$ cat src/rtl/nco_sweep_ctrl.sv
// nco_sweep_ctrl
//   Frequency-sweep sequencer for an NCO. Accepts a sweep configuration
//   through a valid/ready handshake, then steps the NCO frequency control
//   word from a start value towards a stop value. Each word is held for
//   (dwell + 1) cycles. The sweep either repeats or ends with a done pulse.
//
// Ports
//   clk        in   sole clock, rising edge
//   reset      in   asynchronous, active-high reset
//   cfg_valid  in   configuration offer
//   cfg_ready  out  high while IDLE; a configuration is accepted on valid & ready
//   cfg_start  in   first control word
//   cfg_stop   in   highest permitted control word
//   cfg_step   in   increment between words
//   cfg_dwell  in   hold cycles per word, minus one
//   cfg_loop   in   1 = restart at cfg_start after the last step
//   start      in   begin a sweep (IDLE only)
//   abort      in   terminate a running sweep, highest priority in RUN
//   ctrl       out  registered NCO frequency control word (0 when IDLE)
//   nco_reset  out  registered one-cycle pulse on sweep entry
//   busy       out  registered, high while RUN
//   done       out  registered one-cycle pulse on natural completion
module nco_sweep_ctrl #(
  parameter int unsigned DWELL_W = 16
) (
  input  logic               clk,
  input  logic               reset,
  input  logic               cfg_valid,
  output logic               cfg_ready,
  input  logic [31:0]        cfg_start,
  input  logic [31:0]        cfg_stop,
  input  logic [31:0]        cfg_step,
  input  logic [DWELL_W-1:0] cfg_dwell,
  input  logic               cfg_loop,
  input  logic               start,
  input  logic               abort,
  output logic [31:0]        ctrl,
  output logic               nco_reset,
  output logic               busy,
  output logic               done
);

  typedef enum logic {
    IDLE = 1'b0,
    RUN  = 1'b1
  } state_t;

  state_t               r_state, w_state;
  logic                 r_cfg_valid, w_cfg_valid;
  logic [31:0]          r_start, w_start;
  logic [31:0]          r_stop, w_stop;
  logic [31:0]          r_step, w_step;
  logic [DWELL_W-1:0]   r_dwell, w_dwell;
  logic                 r_loop, w_loop;
  logic [DWELL_W-1:0]   r_cnt, w_cnt;
  logic [31:0]          r_ctrl, w_ctrl;
  logic                 r_nco_reset, w_nco_reset;
  logic                 r_busy, w_busy;
  logic                 r_done, w_done;
  logic                 w_hs;
  logic [32:0]          w_next;
  logic                 w_step_ok;

  assign cfg_ready = (r_state == IDLE);
  assign ctrl      = r_ctrl;
  assign nco_reset = r_nco_reset;
  assign busy      = r_busy;
  assign done      = r_done;

  assign w_hs   = cfg_valid & cfg_ready;
  // 33-bit sum so a carry out of the 32-bit word is visible and ends the sweep
  assign w_next = {1'b0, r_ctrl} + {1'b0, r_step};
  assign w_step_ok = (r_step != '0) && !w_next[32] && (w_next[31:0] <= r_stop);

  always_comb begin
    w_state     = r_state;
    w_cfg_valid = r_cfg_valid | w_hs;
    w_start     = r_start;
    w_stop      = r_stop;
    w_step      = r_step;
    w_dwell     = r_dwell;
    w_loop      = r_loop;
    w_cnt       = r_cnt;
    w_ctrl      = r_ctrl;
    w_nco_reset = 1'b0;
    w_done      = 1'b0;

    if (w_hs) begin
      w_start = cfg_start;
      w_stop  = cfg_stop;
      w_step  = cfg_step;
      w_dwell = cfg_dwell;
      w_loop  = cfg_loop;
    end

    unique case (r_state)
      IDLE: begin
        w_ctrl = '0;
        // A same-cycle handshake feeds the new fields straight into this sweep
        if (start && (r_cfg_valid || w_hs)) begin
          w_state     = RUN;
          w_ctrl      = w_hs ? cfg_start : r_start;
          w_cnt       = w_hs ? cfg_dwell : r_dwell;
          w_nco_reset = 1'b1;
        end
      end
      RUN: begin
        if (abort) begin
          w_state = IDLE;
          w_ctrl  = '0;
          w_cnt   = '0;
        end else if (r_cnt != '0) begin
          w_cnt = r_cnt - {{(DWELL_W-1){1'b0}}, 1'b1};
        end else if (w_step_ok) begin
          w_ctrl = w_next[31:0];
          w_cnt  = r_dwell;
        end else if (r_loop) begin
          w_ctrl = r_start;
          w_cnt  = r_dwell;
        end else begin
          w_state = IDLE;
          w_ctrl  = '0;
          w_cnt   = '0;
          w_done  = 1'b1;
        end
      end
      default: w_state = IDLE;
    endcase

    w_busy = (w_state == RUN);
  end

  always_ff @(posedge clk or posedge reset) begin
    if (reset) begin
      r_state     <= IDLE;
      r_cfg_valid <= 1'b0;
      r_start     <= '0;
      r_stop      <= '0;
      r_step      <= '0;
      r_dwell     <= '0;
      r_loop      <= 1'b0;
      r_cnt       <= '0;
      r_ctrl      <= '0;
      r_nco_reset <= 1'b0;
      r_busy      <= 1'b0;
      r_done      <= 1'b0;
    end else begin
      r_state     <= w_state;
      r_cfg_valid <= w_cfg_valid;
      r_start     <= w_start;
      r_stop      <= w_stop;
      r_step      <= w_step;
      r_dwell     <= w_dwell;
      r_loop      <= w_loop;
      r_cnt       <= w_cnt;
      r_ctrl      <= w_ctrl;
      r_nco_reset <= w_nco_reset;
      r_busy      <= w_busy;
      r_done      <= w_done;
    end
  end

endmodule

$ cat config.mk
export PLATFORM = sky130hd
export DESIGN_NAME = nco_sweep_ctrl
export DESIGN_NICKNAME = d
export VERILOG_FILES = /design/src/rtl/nco_sweep_ctrl.sv
export SDC_FILE = /design/constraint.sdc
export NUM_CORES = 1
export LEC_CHECK = 0
export CORE_MARGIN = 2
export CORE_UTILIZATION = 35
export DETAILED_ROUTE_END_ITERATION = 12
export SLEW_MARGIN = 20
export SYNTH_ARGS = -nofsm -noshare
export SYNTH_HDL_FRONTEND = slang
export SYNTH_SLANG_ARGS = --single-unit
export TNS_END_PERCENT = 20
$ cat constraint.sdc
create_clock -name clk -period 13.1 [get_ports clk]
set_clock_uncertainty 0.2 [all_clocks]
set_input_delay 2.62 -clock clk [delete_from_list [all_inputs] [get_ports clk]]
set_output_delay 2.62 -clock clk [all_outputs]
set_load 0.005 [all_outputs]
---- After elaboration in Yosys (flattened, before gate mapping) ----
Cells that the tools add are included.
word-level totals
  register bits after elaboration ......... 165
  bits in latches ......................... 0
  RAM bits ................................ 0
  memory bits (read-only) ................. 0
  input bits .............................. 118
  logic and storage cells ................. 52
  memories ................................ 0
operators by class
  $add $sub $neg .......................... 2
  multipliers ............................. 0
  divide/modulo/power cells ............... 0
  order comparisons ....................... 1
  eq/ne operators ......................... 2
  shift operators ......................... 0
  muxes and demuxes ....................... 26
  bitwise operators ....................... 3
  reduce and logical (&&, ||, !) cells .... 7
operators with widths
  operator               number
  $mux 32                6
  $mux 16                6
  $pmux 32 s2            1
  $add 32x32->33         1
  $le 32x32->1           1
  $pmux 16 s2            1
  $reduce_bool 32->1     1
  $reduce_bool 16->1     1
  $sub 16x1->16 const B  1
  $mux 1                 11
  $logic_and 1x1->1      3
  $ne 3x3->1 const B     1
  $ne 2x1->1 const B     1
  $pmux 1 s2             1
  $and 1x1->1            1
  $logic_not 1->1        1
  $logic_or 1x1->1       1
  $not 1->1              1
  $or 1x1->1             1

---- Logic depth before layout (Yosys ltp) ----
  depth after elaboration ................. 8
  mapped depth ............................ 23
  mapped depth without buffers ............ 21

---- Worst setup path after synthesis ----
No wires, ideal clock.
  path kind ............................... input to register
  start point ............................. input cfg_valid
  end point ............................... register r_stop[29]
  data arrival time ....................... 4.464 ns
  path slack .............................. 8.303 ns
  stages .................................. 7
  buffers on the path ..................... 5
  cell sequence ........................... nor2b_1 clkbuf_1 clkbuf_1 clkbuf_1 buf_1 clkbuf_1 o21ai_0
between the ends
  longest elaborated chain between the ends .. 1
ends and longest elaborated chain
  item                    RTL line  source
  start: declaration      28        input logic cfg_valid,
  $and 1x1->1             70        assign w_hs = cfg_valid & cfg_ready;
  end signal: assignment  151       r_stop <= w_stop;
  end: declaration        51        logic [31:0] r_stop, w_stop;
No other way between the ends.
A chain may end at the register's enable or synchronous reset.

---- Final worst setup path ----
  start point ............................. register r_ctrl[0] (netlist: ctrl[0])
  end point ............................... register r_cnt[3]
between the ends
  longest elaborated chain between the ends .. 8
  elaborated cells between the ends (all ways) .. 9
ends and longest elaborated chain
  item                                                  RTL line  source
  start: declaration                                    56        logic [31:0] r_ctrl, w_ctrl;
  start signal: assignment                              156       r_ctrl <= w_ctrl;
  $add 32x32->33 (*)                                    72        assign w_next = {1'b0, r_ctrl} + {1'b0, r_step};
  branches (longest 2 deep; another with $le 32x32->1)  -
  $logic_and 1x1->1 (*)                                 73        assign w_step_ok = (r_step != '0) && !w_next[32] && (w_next[31:0] <= r_stop);
  $mux 16 (*)                                           114       end else if (w_step_ok) begin
  $mux 16 (*)                                           112       end else if (r_cnt != '0) begin
  $mux 16 (*)                                           108       if (abort) begin
  $pmux 16 s2 (*)                                       96        unique case (r_state)
  end signal: assignment                                155       r_cnt <= w_cnt;
  end: declaration                                      55        logic [DWELL_W-1:0] r_cnt, w_cnt;
Mark *: on every way between the ends.

==> impl_metrics.json <==
{
  "wl_per_cell_um": 18.9,
  "antenna_found_initial": 0,
  "p_total_mw": 3.62,
  "multiInputGateArea_mm2": 0.00513,
  "cts.htree.levels": 4,
  "numPlacedInstances": 1433,
  "nFillCells": 2597,
  "fin_util_pct": 44.8,
  "initial_utilization_pct": 35.7,
  "cts_root_buf": "clkbuf_16",
  "grtUsageTotal_pct": 19.7,
  "fin_nets": 1296,
  "regArea_mm2": 0.00413,
  "die_y_um": 170,
  "ys_seq_area_share_pct": 42.9,
  "areaGrowthSynthToFinish_pct": 25.4,
  "synth_top_area_share_pct": 42.9,
  "cts_buffer_depth": 2,
  "clock_latency_ns": 0.44,
  "syn_avg_cell_area_um2": 9.84,
  "final_hold_viol_count": 0,
  "vias_per_cell": 5.42,
  "hold_buffers": 0,
  "final_cell_count_no_fill": 1465,
  "slew_headroom_pct": 38.6,
  "dr.pass1.iters": 5,
  "wl_um": 27700,
  "synth_edf_count": 0,
  "worstSetupStartpointType": "register",
  "status": "finished clean",
  "ant_nets": 0,
  "cp.required_ns": 13.26,
  "synthFlopType": "dfrtp_1",
  "syn_inst": 977,
  "synthArstFlopShare_pct": 100,
  "drt_iter0_markers": 669,
  "synth_top_area_cell": "dfrtp_1",
  "clk_pin_slew_ns": 0.07,
  "hp-class": "reg2reg",
  "cp_data_arrival_time_ns": 6.12,
  "cts_tree": "built",
  "cp-end-kind": "register",
  "cts_setup_buffers": 0,
  "grt_pass1_wl_um": 44300,
  "dp_slack_ns": 6.71,
  "criticalPathCategory": "reg2reg",
  "peakVddDrop_mv": 0.216,
  "gp_congestion": 0.898,
  "syn-num-nets": 1162,
  "die_w_um": 170,
  "cp_max_fo": 49,
  "fin_crit_ns": 5.95,
  "synth_area_leaders": "dfrtp_1 43%, mux2_2 9.4%, ha_1 8.6%",
  "synthesis.area_mm2": 0.00962,
  "wl_met3_um": 1510,
  "worst_slew_pin_slew_ns": 0.921,
  "drt-met1-wl_um": 13200,
  "rsz0062_at_grt": "false",
  "p_per_area_mw_per_mm2": 300,
  "numCtsBuffers": 17,
  "wl_met2_um": 12600,
  "drc": 0,
  "clkSinkCount": 165,
  "final.setup.tns_ns": 0,
  "post-route-period-util_pct": 45.5,
  "antenna_cells": 0,
  "maxSlewViolCount": 0,
  "postCtsResizedCells": 0,
  "synth.distinct_cells": 71,
  "die_area_mm2": 0.0288,
  "hpwlAfterDp_um": 20600,
  "fmax_mhz": 168,
  "p_leak_nw": 5.30,
  "maxCapViolations": 0,
  "synth_seq_cells": 165,
  "drive_gt1_share_pct": 12.5,
  "core_area_mm2": 0.0270,
  "grt_pass1_vias": 7973,
  "fin_ws_ns": 7.15,
  "grt_overflow": 0,
  "pin_count": 154,
  "yosysWarnings": 0,
  "top_layer": "met4",
  "rows": 60,
  "io_buffers": 153,
  "dr_total_vias": 7937,
  "grt_max_degree": 80,
  "rrSetupSlack_ns": 7.15,
  "setup_viol": 0
}
## placed cells by master (no fill, tap or decap), types with 21 or more instances in the layout
master	count
dfrtp_1	165
nand2_1	105
inv_1	46
clkdlybuf4s50_1	153
a21o_1	30
mux2_2	80
a21oi_1	70
o21ai_0	78
xnor2_1	21
nor2_1	59
ha_1	66
## cell usage after synthesis (3+ instances only)
cell and count:
xor2_1 10, a211o_1 7, a211oi_1 8, buf_2 7
dfrtp_1 165, a21boi_0 3, mux2_2 80, a21o_1 30
o211ai_1 4, a21oi_1 70, nor2b_1 5, nand4_1 13
nor2_1 59, nor3_1 10, buf_1 6, o21a_1 3
o311ai_0 3, xnor2_1 21, o21bai_1 3, o22ai_1 5
a31oi_1 5, clkbuf_1 30, o21ai_0 78, nand2_1 105
o21ai_1 3, a221o_1 12, nand3_1 13, and3_1 8
a22o_1 9, ha_1 66, a22oi_1 19, a2111oi_0 4
nand2b_1 4, nor4_1 14, inv_1 47
## final cells by class
type	count	share of cell area, %
clock inverters	13	1.19
clock buffers	19	3.75
inverters	48	1.53
repair buffers	161	13.2
flip-flops and latches	165	34.2
well taps	341	3.54
multi-input cells	718	42.5
## cells by family after synthesis
| logic type | count (synthesis) | synth area share, % |
|---|---|---|
| buffers and inverters | 94 | 3.92 |
| DFF | 165 | 42.9 |
| adders and majority gates | 67 | 8.80 |
| xor gates and xnor gates | 31 | 2.82 |
| and+or+nand+nor | 249 | 12.2 |
| AOI/OAI and AO/OA | 289 | 19.8 |
| muxes | 82 | 9.58 |
## registers in the layout, indices dropped and copies added (netlist names), 16 cells and up
register  count
r_start      32
r_dwell      16
r_cnt        16
r_stop       32
r_step       32
ctrl         32
## metrics by stage
| stage | area (µm²) | hold WS (ns) |
|---|---|---|
| 2_1_floorplan | 9620 | 0.238 |
| 3_3_place_gp | 11500 | 0.252 |
| 3_5_place_dp | 11500 | 0.261 |
| 4_1_cts | 12100 | 0.278 |
| 5_1_grt | 12100 | 0.290 |
| 6_report | 12100 | 0.273 |
## power by group
group | switching (mW) | total [mW] | internal, mW
logic | 1.23 | 2.15 | 0.924
clock network | 0.223 | 0.516 | 0.293
registers | 0.202 | 0.951 | 0.750
total | 1.65 | 3.62 | 1.97
## worst max-delay path, cell delays in order, from the launching register on
cell       delay, ns
dfrtp_1         0.38
ha_1            0.19
inv_1           0.06
fa_1            0.40
nor2b_1         0.17
o2111ai_1       0.14
a21oi_1         0.32
o2111ai_1       0.25
o21ai_2         0.43
a31o_2          0.25
a31oi_1         0.13
xnor2_1         0.16
ha_1            0.33
nand4_1         0.17
nor4_1          0.40
nand2_1         0.08
o21ai_0         0.10
nand3_1         0.17
a211oi_4        0.24
buf_4           0.45
or2_1           0.24
nor2b_4         0.40
a21o_1          0.19
## layer usage
metal,track usage (%),vias up
li1,-,3832
met1,28.0,3852
met2,31.1,229
met3,3.73,24
met4,4.50,0
met5,0,-
## path summary, 6_finish.rpt
path,cells after the start,startpoint,endpoint
setup / recovery,22,ctrl[0],r_cnt[3]
setup reg to reg,22,ctrl[0],r_cnt[3]
hold / removal,1,r_dwell[10],r_cnt[10]
hold reg to reg,1,r_dwell[10],r_cnt[10]
min in group asynchronous,2,reset,r_stop[0]
max in group asynchronous,4,reset,r_dwell[14]
Note: power is estimated with default switching activity, not from simulation.
